$ cat src/rtl/hello_message_streamer.sv
// Streams "Hello from design!\n" byte by byte over valid/ready, repeated
// REPEAT_COUNT times per start pulse with GAP_CYCLES idle cycles between messages.
module hello_message_streamer #(
  parameter int unsigned REPEAT_COUNT = 2,
  parameter int unsigned GAP_CYCLES   = 4
) (
  input  logic        clk,
  input  logic        rst,
  input  logic        start_i,
  input  logic        ready_i,
  output logic        valid_o,
  output logic [7:0]  data_o,
  output logic        busy_o,
  output logic        done_o,
  output logic [15:0] byte_count_o
);

  localparam logic [1:0] S_IDLE = 2'd0;
  localparam logic [1:0] S_SEND = 2'd1;
  localparam logic [1:0] S_GAP  = 2'd2;
  localparam logic [1:0] S_DONE = 2'd3;

  localparam logic [4:0] LAST_IDX = 5'd18;
  localparam logic [7:0] REP_LAST = 8'(REPEAT_COUNT - 1);
  // Gap counter counts down to zero, so it is loaded one short of the gap length.
  localparam logic [7:0] GAP_LOAD = 8'(GAP_CYCLES - 1);

  function automatic logic [7:0] rom_byte(input logic [4:0] idx);
    logic [7:0] b;
    case (idx)
      5'd0:    b = 8'h48;
      5'd1:    b = 8'h65;
      5'd2:    b = 8'h6C;
      5'd3:    b = 8'h6C;
      5'd4:    b = 8'h6F;
      5'd5:    b = 8'h20;
      5'd6:    b = 8'h66;
      5'd7:    b = 8'h72;
      5'd8:    b = 8'h6F;
      5'd9:    b = 8'h6D;
      5'd10:   b = 8'h20;
      5'd11:   b = 8'h64;
      5'd12:   b = 8'h65;
      5'd13:   b = 8'h73;
      5'd14:   b = 8'h69;
      5'd15:   b = 8'h67;
      5'd16:   b = 8'h6E;
      5'd17:   b = 8'h21;
      5'd18:   b = 8'h0A;
      default: b = 8'h00;
    endcase
    return b;
  endfunction

  logic [1:0]  state_q, state_d;
  logic [4:0]  idx_q, idx_d;
  logic [7:0]  rep_q, rep_d;
  logic [7:0]  gap_q, gap_d;
  logic        valid_q, valid_d;
  logic [7:0]  data_q, data_d;
  logic        busy_q, busy_d;
  logic        done_q, done_d;
  logic [15:0] bcnt_q, bcnt_d;
  logic        xfer;

  assign xfer = valid_q & ready_i;

  always_comb begin
    state_d = state_q;
    idx_d   = idx_q;
    rep_d   = rep_q;
    gap_d   = gap_q;
    valid_d = valid_q;
    data_d  = data_q;
    busy_d  = busy_q;
    done_d  = 1'b0;
    bcnt_d  = bcnt_q;

    if (xfer && bcnt_q != 16'hFFFF) bcnt_d = bcnt_q + 16'd1;

    case (state_q)
      S_IDLE: begin
        if (start_i) begin
          state_d = S_SEND;
          idx_d   = 5'd0;
          rep_d   = 8'd0;
          valid_d = 1'b1;
          data_d  = rom_byte(5'd0);
          busy_d  = 1'b1;
        end
      end
      S_SEND: begin
        if (xfer) begin
          if (idx_q == LAST_IDX) begin
            if (rep_q < REP_LAST) begin
              rep_d = rep_q + 8'd1;
              idx_d = 5'd0;
              if (GAP_CYCLES == 0) begin
                data_d = rom_byte(5'd0);
              end else begin
                state_d = S_GAP;
                gap_d   = GAP_LOAD;
                valid_d = 1'b0;
              end
            end else begin
              state_d = S_DONE;
              valid_d = 1'b0;
              done_d  = 1'b1;
            end
          end else begin
            idx_d  = idx_q + 5'd1;
            data_d = rom_byte(idx_q + 5'd1);
          end
        end
      end
      S_GAP: begin
        if (gap_q == 8'd0) begin
          state_d = S_SEND;
          idx_d   = 5'd0;
          valid_d = 1'b1;
          data_d  = rom_byte(5'd0);
        end else begin
          gap_d = gap_q - 8'd1;
        end
      end
      S_DONE: begin
        state_d = S_IDLE;
        busy_d  = 1'b0;
      end
      default: begin
        state_d = S_IDLE;
        valid_d = 1'b0;
        busy_d  = 1'b0;
      end
    endcase
  end

  always_ff @(posedge clk or posedge rst) begin
    if (rst) begin
      state_q <= S_IDLE;
      idx_q   <= 5'd0;
      rep_q   <= 8'd0;
      gap_q   <= 8'd0;
      valid_q <= 1'b0;
      data_q  <= 8'h00;
      busy_q  <= 1'b0;
      done_q  <= 1'b0;
      bcnt_q  <= 16'd0;
    end else begin
      state_q <= state_d;
      idx_q   <= idx_d;
      rep_q   <= rep_d;
      gap_q   <= gap_d;
      valid_q <= valid_d;
      data_q  <= data_d;
      busy_q  <= busy_d;
      done_q  <= done_d;
      bcnt_q  <= bcnt_d;
    end
  end

  assign valid_o      = valid_q;
  assign data_o       = data_q;
  assign busy_o       = busy_q;
  assign done_o       = done_q;
  assign byte_count_o = bcnt_q;

endmodule

$ cat config.mk
export PLATFORM = sky130hd
export DESIGN_NAME = hello_message_streamer
export DESIGN_NICKNAME = d
export VERILOG_FILES = /design/src/rtl/hello_message_streamer.sv
export SDC_FILE = /design/constraint.sdc
export NUM_CORES = 1
export LEC_CHECK = 0
export CORE_MARGIN = 4
export CORE_UTILIZATION = 40
export DETAILED_ROUTE_END_ITERATION = 12
export PLACE_DENSITY = 0.57
export RECOVER_POWER = 100
export SLEW_MARGIN = 20
export SYNTH_ARGS = -nofsm -noshare
export SYNTH_HDL_FRONTEND = slang
export SYNTH_SLANG_ARGS = --single-unit
$ cat constraint.sdc
create_clock -name clk -period 2.8 [get_ports clk]
set_input_delay 0.7 -clock clk [delete_from_list [all_inputs] [get_ports clk]]
set_output_delay 0.7 -clock clk [all_outputs]
set_load 0.02 [all_outputs]
==> results.py <==
metrics = {
    "power_and_ir_drop": {
        "power.switching_uw": 753,
        "irDropWorstVdd_mv": 0.436,
        "internal_power_mw": 1.31,
        "p_seq_frac": 0.433,
        "power_frac_comb": 0.361,
        "p_leak_nw": 1.45,
        "power_switching_share": 0.364,
        "powerDensity_nw_per_um2": 635,
        "p_clk_frac": 0.206,
        "power_mw": 2.07,
    },
    "drt": {
        "postRouteAntennaNets": 0,
        "routed_wirelength_microns": 5980,
        "routedWlPerCell_microns": 15.0,
        "vias": 2154,
        "drc_errors": 0,
        "initialDrtViolationCount": 76,
        "dr.pass1.iters": 4,
        "via_per_inst": 5.41,
    },
    "global_route": {
        "antenna_found_initial": 0,
        "grtUsageTotal": 0.150,
        "grt_pass1_wl_microns": 10300,
        "grt_overflow_total": 0,
        "grt_max_degree": 36,
        "grt_pass1_vias": 2096,
    },
    "clocking": {
        "postCtsHoldBufs": 0,
        "htreeDepth": 2,
        "root_buffer": "clkbuf_8",
        "cts.sinks": 49,
        "cts_tree": "built",
        "cts_setup_buffers": 0,
        "cts_buffers": 5,
        "postCtsResizedCells": 0,
        "clock_path_buffers": 2,
        "clkLatencyLatePin_ns": 0.30,
        "clkTransAtPathRegs_ns": 0.09,
    },
    "logic_synthesis": {
        "ys_seq_area_frac": 0.446,
        "syn_inst": 283,
        "yosys_most_used_dff": "dfrtp_1",
        "syn-num-nets": 299,
        "yosysWarnings": 0,
        "syn_area_per_cell_sq_um": 9.72,
        "synth-async-reset-ratio": 1.00,
        "synth_edf_count": 0,
        "synth-seq-cells": 49,
        "synth_area_sq_um": 2750,
        "yosysUniqueCellTypes": 55,
    },
    "finish": {
        "drive_gt1_frac": 0.0779,
        "diodes": 0,
        "fillerInstances": 629,
        "regArea_sq_um": 1230,
        "fin_area_sq_um": 3250,
        "final_common_cell": "dfrtp_1",
        "fin_nets": 337,
        "multi_input_area_sq_um": 1440,
        "layout.cells.non_filler": 398,
        "layout_common_cells": "dfrtp_1, dlygate4sd3_1, nand2_1, nor2_1, a21oi_1",
        "areaGrowthSynthToFinish_pct": 18.2,
    },
    "floorplan": {
        "fp.dieW_microns": 90.9,
        "die-area_sq_um": 8270,
        "start_util": 0.424,
        "placementRows": 29,
        "die_h_microns": 90.9,
        "core_sq_um": 6490,
        "ioPinCount": 31,
    },
    "timing": {
        "tightest_slew_ns": 0.880,
        "fin_crit_sh": 0.831,
        "period_needed_ns": 2.33,
        "hold_violations": 0,
        "whs_ns": 0.503,
        "worst_clock_skew_ns": 0.0102,
        "max_freq_ghz": 0.430,
        "rsz0062_at_grt": "no",
        "fin_setup_tns_ns": 0,
        "slew_headroom": 0.413,
        "finalMaxSlewViolations": 0,
        "finalSetupViolCount": 0,
    },
    "critical_path": {
        "critPathMaxFanout": 7,
        "end_kind": "register",
        "critPathArrivalTime_ns": 2.56,
        "reg2reg_slack_ns": 0.49,
        "r2r-end": "gap_q[1]$_DFFE_PP0P_",
        "worstSetupPathType": "input pin to register",
        "reg2regPathDepth": 8,
        "start_kind": "input pin",
        "crit_required_ns": 3.03,
        "rr_startpoint": "idx_q[0]$_DFFE_PP0P_",
    },
    "placement": {
        "port_buffers": 29,
        "placed_cells": 391,
        "place_congestion": 0.798,
        "place_area_sq_um": 3190,
        "hpwl_microns": 4370,
    },
    "hold_path": {
        "hp-start": "byte_count_o[15]$_DFFE_PP0P_",
        "hold_depth": 1,
        "min_to": "byte_count_o[15]$_DFFE_PP0P_",
        "hold_path.class": "register to register",
    },
    "run_status": {
        "status": "completed",
    },
    "job": {
        "maxCapViolCount": 0,
    },
}
-- power by group through the flow --
| stage | clock network (mW) | registers, mW | logic [mW] |
|---|---|---|---|
| 6_report | 0.425 | 0.895 | 0.746 |
| 3_3_place_gp | 0 | 0.910 | 0.762 |
| 2_1_floorplan | 0 | 0.960 | 0.418 |
| 5_1_grt | 0.472 | 0.911 | 0.812 |
| 3_5_place_dp | 0 | 0.907 | 0.771 |
| 4_1_cts | 0.448 | 0.897 | 0.773 |
-- cell usage after synthesis (3+ instances only) --
| library cell | instances | area (sq um) |
|---|---|---|
| nor4_1 | 4 | 25.0 |
| nor3b_1 | 4 | 30.0 |
| a21oi_1 | 17 | 85.1 |
| o31ai_1 | 4 | 30.0 |
| a211oi_1 | 3 | 22.5 |
| a22o_1 | 5 | 43.8 |
| ha_1 | 12 | 150 |
| nand2_1 | 24 | 90.1 |
| mux2i_1 | 3 | 30.0 |
| or3_1 | 4 | 25.0 |
| xnor2_1 | 12 | 105 |
| nand2b_1 | 3 | 18.8 |
| inv_1 | 13 | 48.8 |
| nand4_1 | 5 | 31.3 |
| o21ai_0 | 8 | 40.0 |
| dfrtp_1 | 49 | 1230 |
| nor2_1 | 21 | 78.8 |
| xor2_1 | 12 | 105 |
| nor3_1 | 5 | 25.0 |
| clkbuf_1 | 7 | 26.3 |
| and3_1 | 6 | 37.5 |
| nor2b_1 | 10 | 62.6 |
| nand3_1 | 10 | 50.1 |
| o22ai_1 | 3 | 18.8 |
-- per-layer routing --
metal	part of all wire	GRT usage	vias to the layer above
met3	0.022	0.0256	12
met4	0.020	0.0540	0
met2	0.43	0.222	29
li1	-	-	1069
met1	0.53	0.221	1044
met5	0	0	-
-- critical path, stage by stage --
cell and delay, ns:
dlygate4sd3_1 0.55, nand2_1 0.20, clkbuf_1 0.25, a21oi_1 0.11
or2_2 0.31, o211ai_1 0.22, mux2_2 0.23
-- per-stage QoR --
| step | util | setup WS (ns) |
|---|---|---|
| after CTS | 0.506 | 0.575 |
| after global routing | 0.501 | 0.290 |
| after detailed placement | 0.492 | 0.321 |
| after floorplan | - | 0.456 |
| after global placement | 0.492 | 0.374 |
| final | 0.501 | 0.473 |
-- worst max-delay path by stage --
stage / from / end / slack [ns] / cells after the start
detailed placement: ready_i / idx_q[0]$_DFFE_PP0P_ / 0.32 / 7
CTS: rep_q[0]$_DFFE_PP0P_ / gap_q[1]$_DFFE_PP0P_ / 0.57 / 7
floorplan: idx_q[0]$_DFFE_PP0P_ / gap_q[1]$_DFFE_PP0P_ / 0.46 / 9
global placement: ready_i / data_o[2]$_DFFE_PP0P_ / 0.37 / 6
global route: ready_i / data_o[1]$_DFFE_PP0P_ / 0.29 / 8
finish: ready_i / idx_q[0]$_DFFE_PP0P_ / 0.47 / 7
-- kinds of logic after synthesis --
| family | Yosys count | share of synthesized area |
|---|---|---|
| AND/OR/NAND/NOR | 111 | 0.226 |
| AO/OA/AOI/OAI | 58 | 0.140 |
| flip-flops | 49 | 0.446 |
| XOR/XNOR | 24 | 0.0764 |
| buffers and inverters | 22 | 0.0318 |
| adder cells (fa/ha/maj) | 12 | 0.0546 |
| multiplexers | 6 | 0.0246 |
| other | 1 | 0.00136 |
-- state kept, by name, indices dropped and copies added, names as in the netlist --
signal        cells
busy_o            1
byte_count_o     16
rep_q             8
idx_q             5
gap_q             8
done_o            1
state_q           2
valid_o           1
data_o            7
-- layout make-up --
cell class                      instances  area share
Tap cell                               77      0.0296
Inverter                               13      0.0150
Clock inverter                          1     0.00231
Timing Repair Buffer                   40       0.109
Clock buffer                            6      0.0254
Multi-Input combinational cell        212       0.441
Sequential cell                        49       0.377
Power figures use the tool's default switching activity.
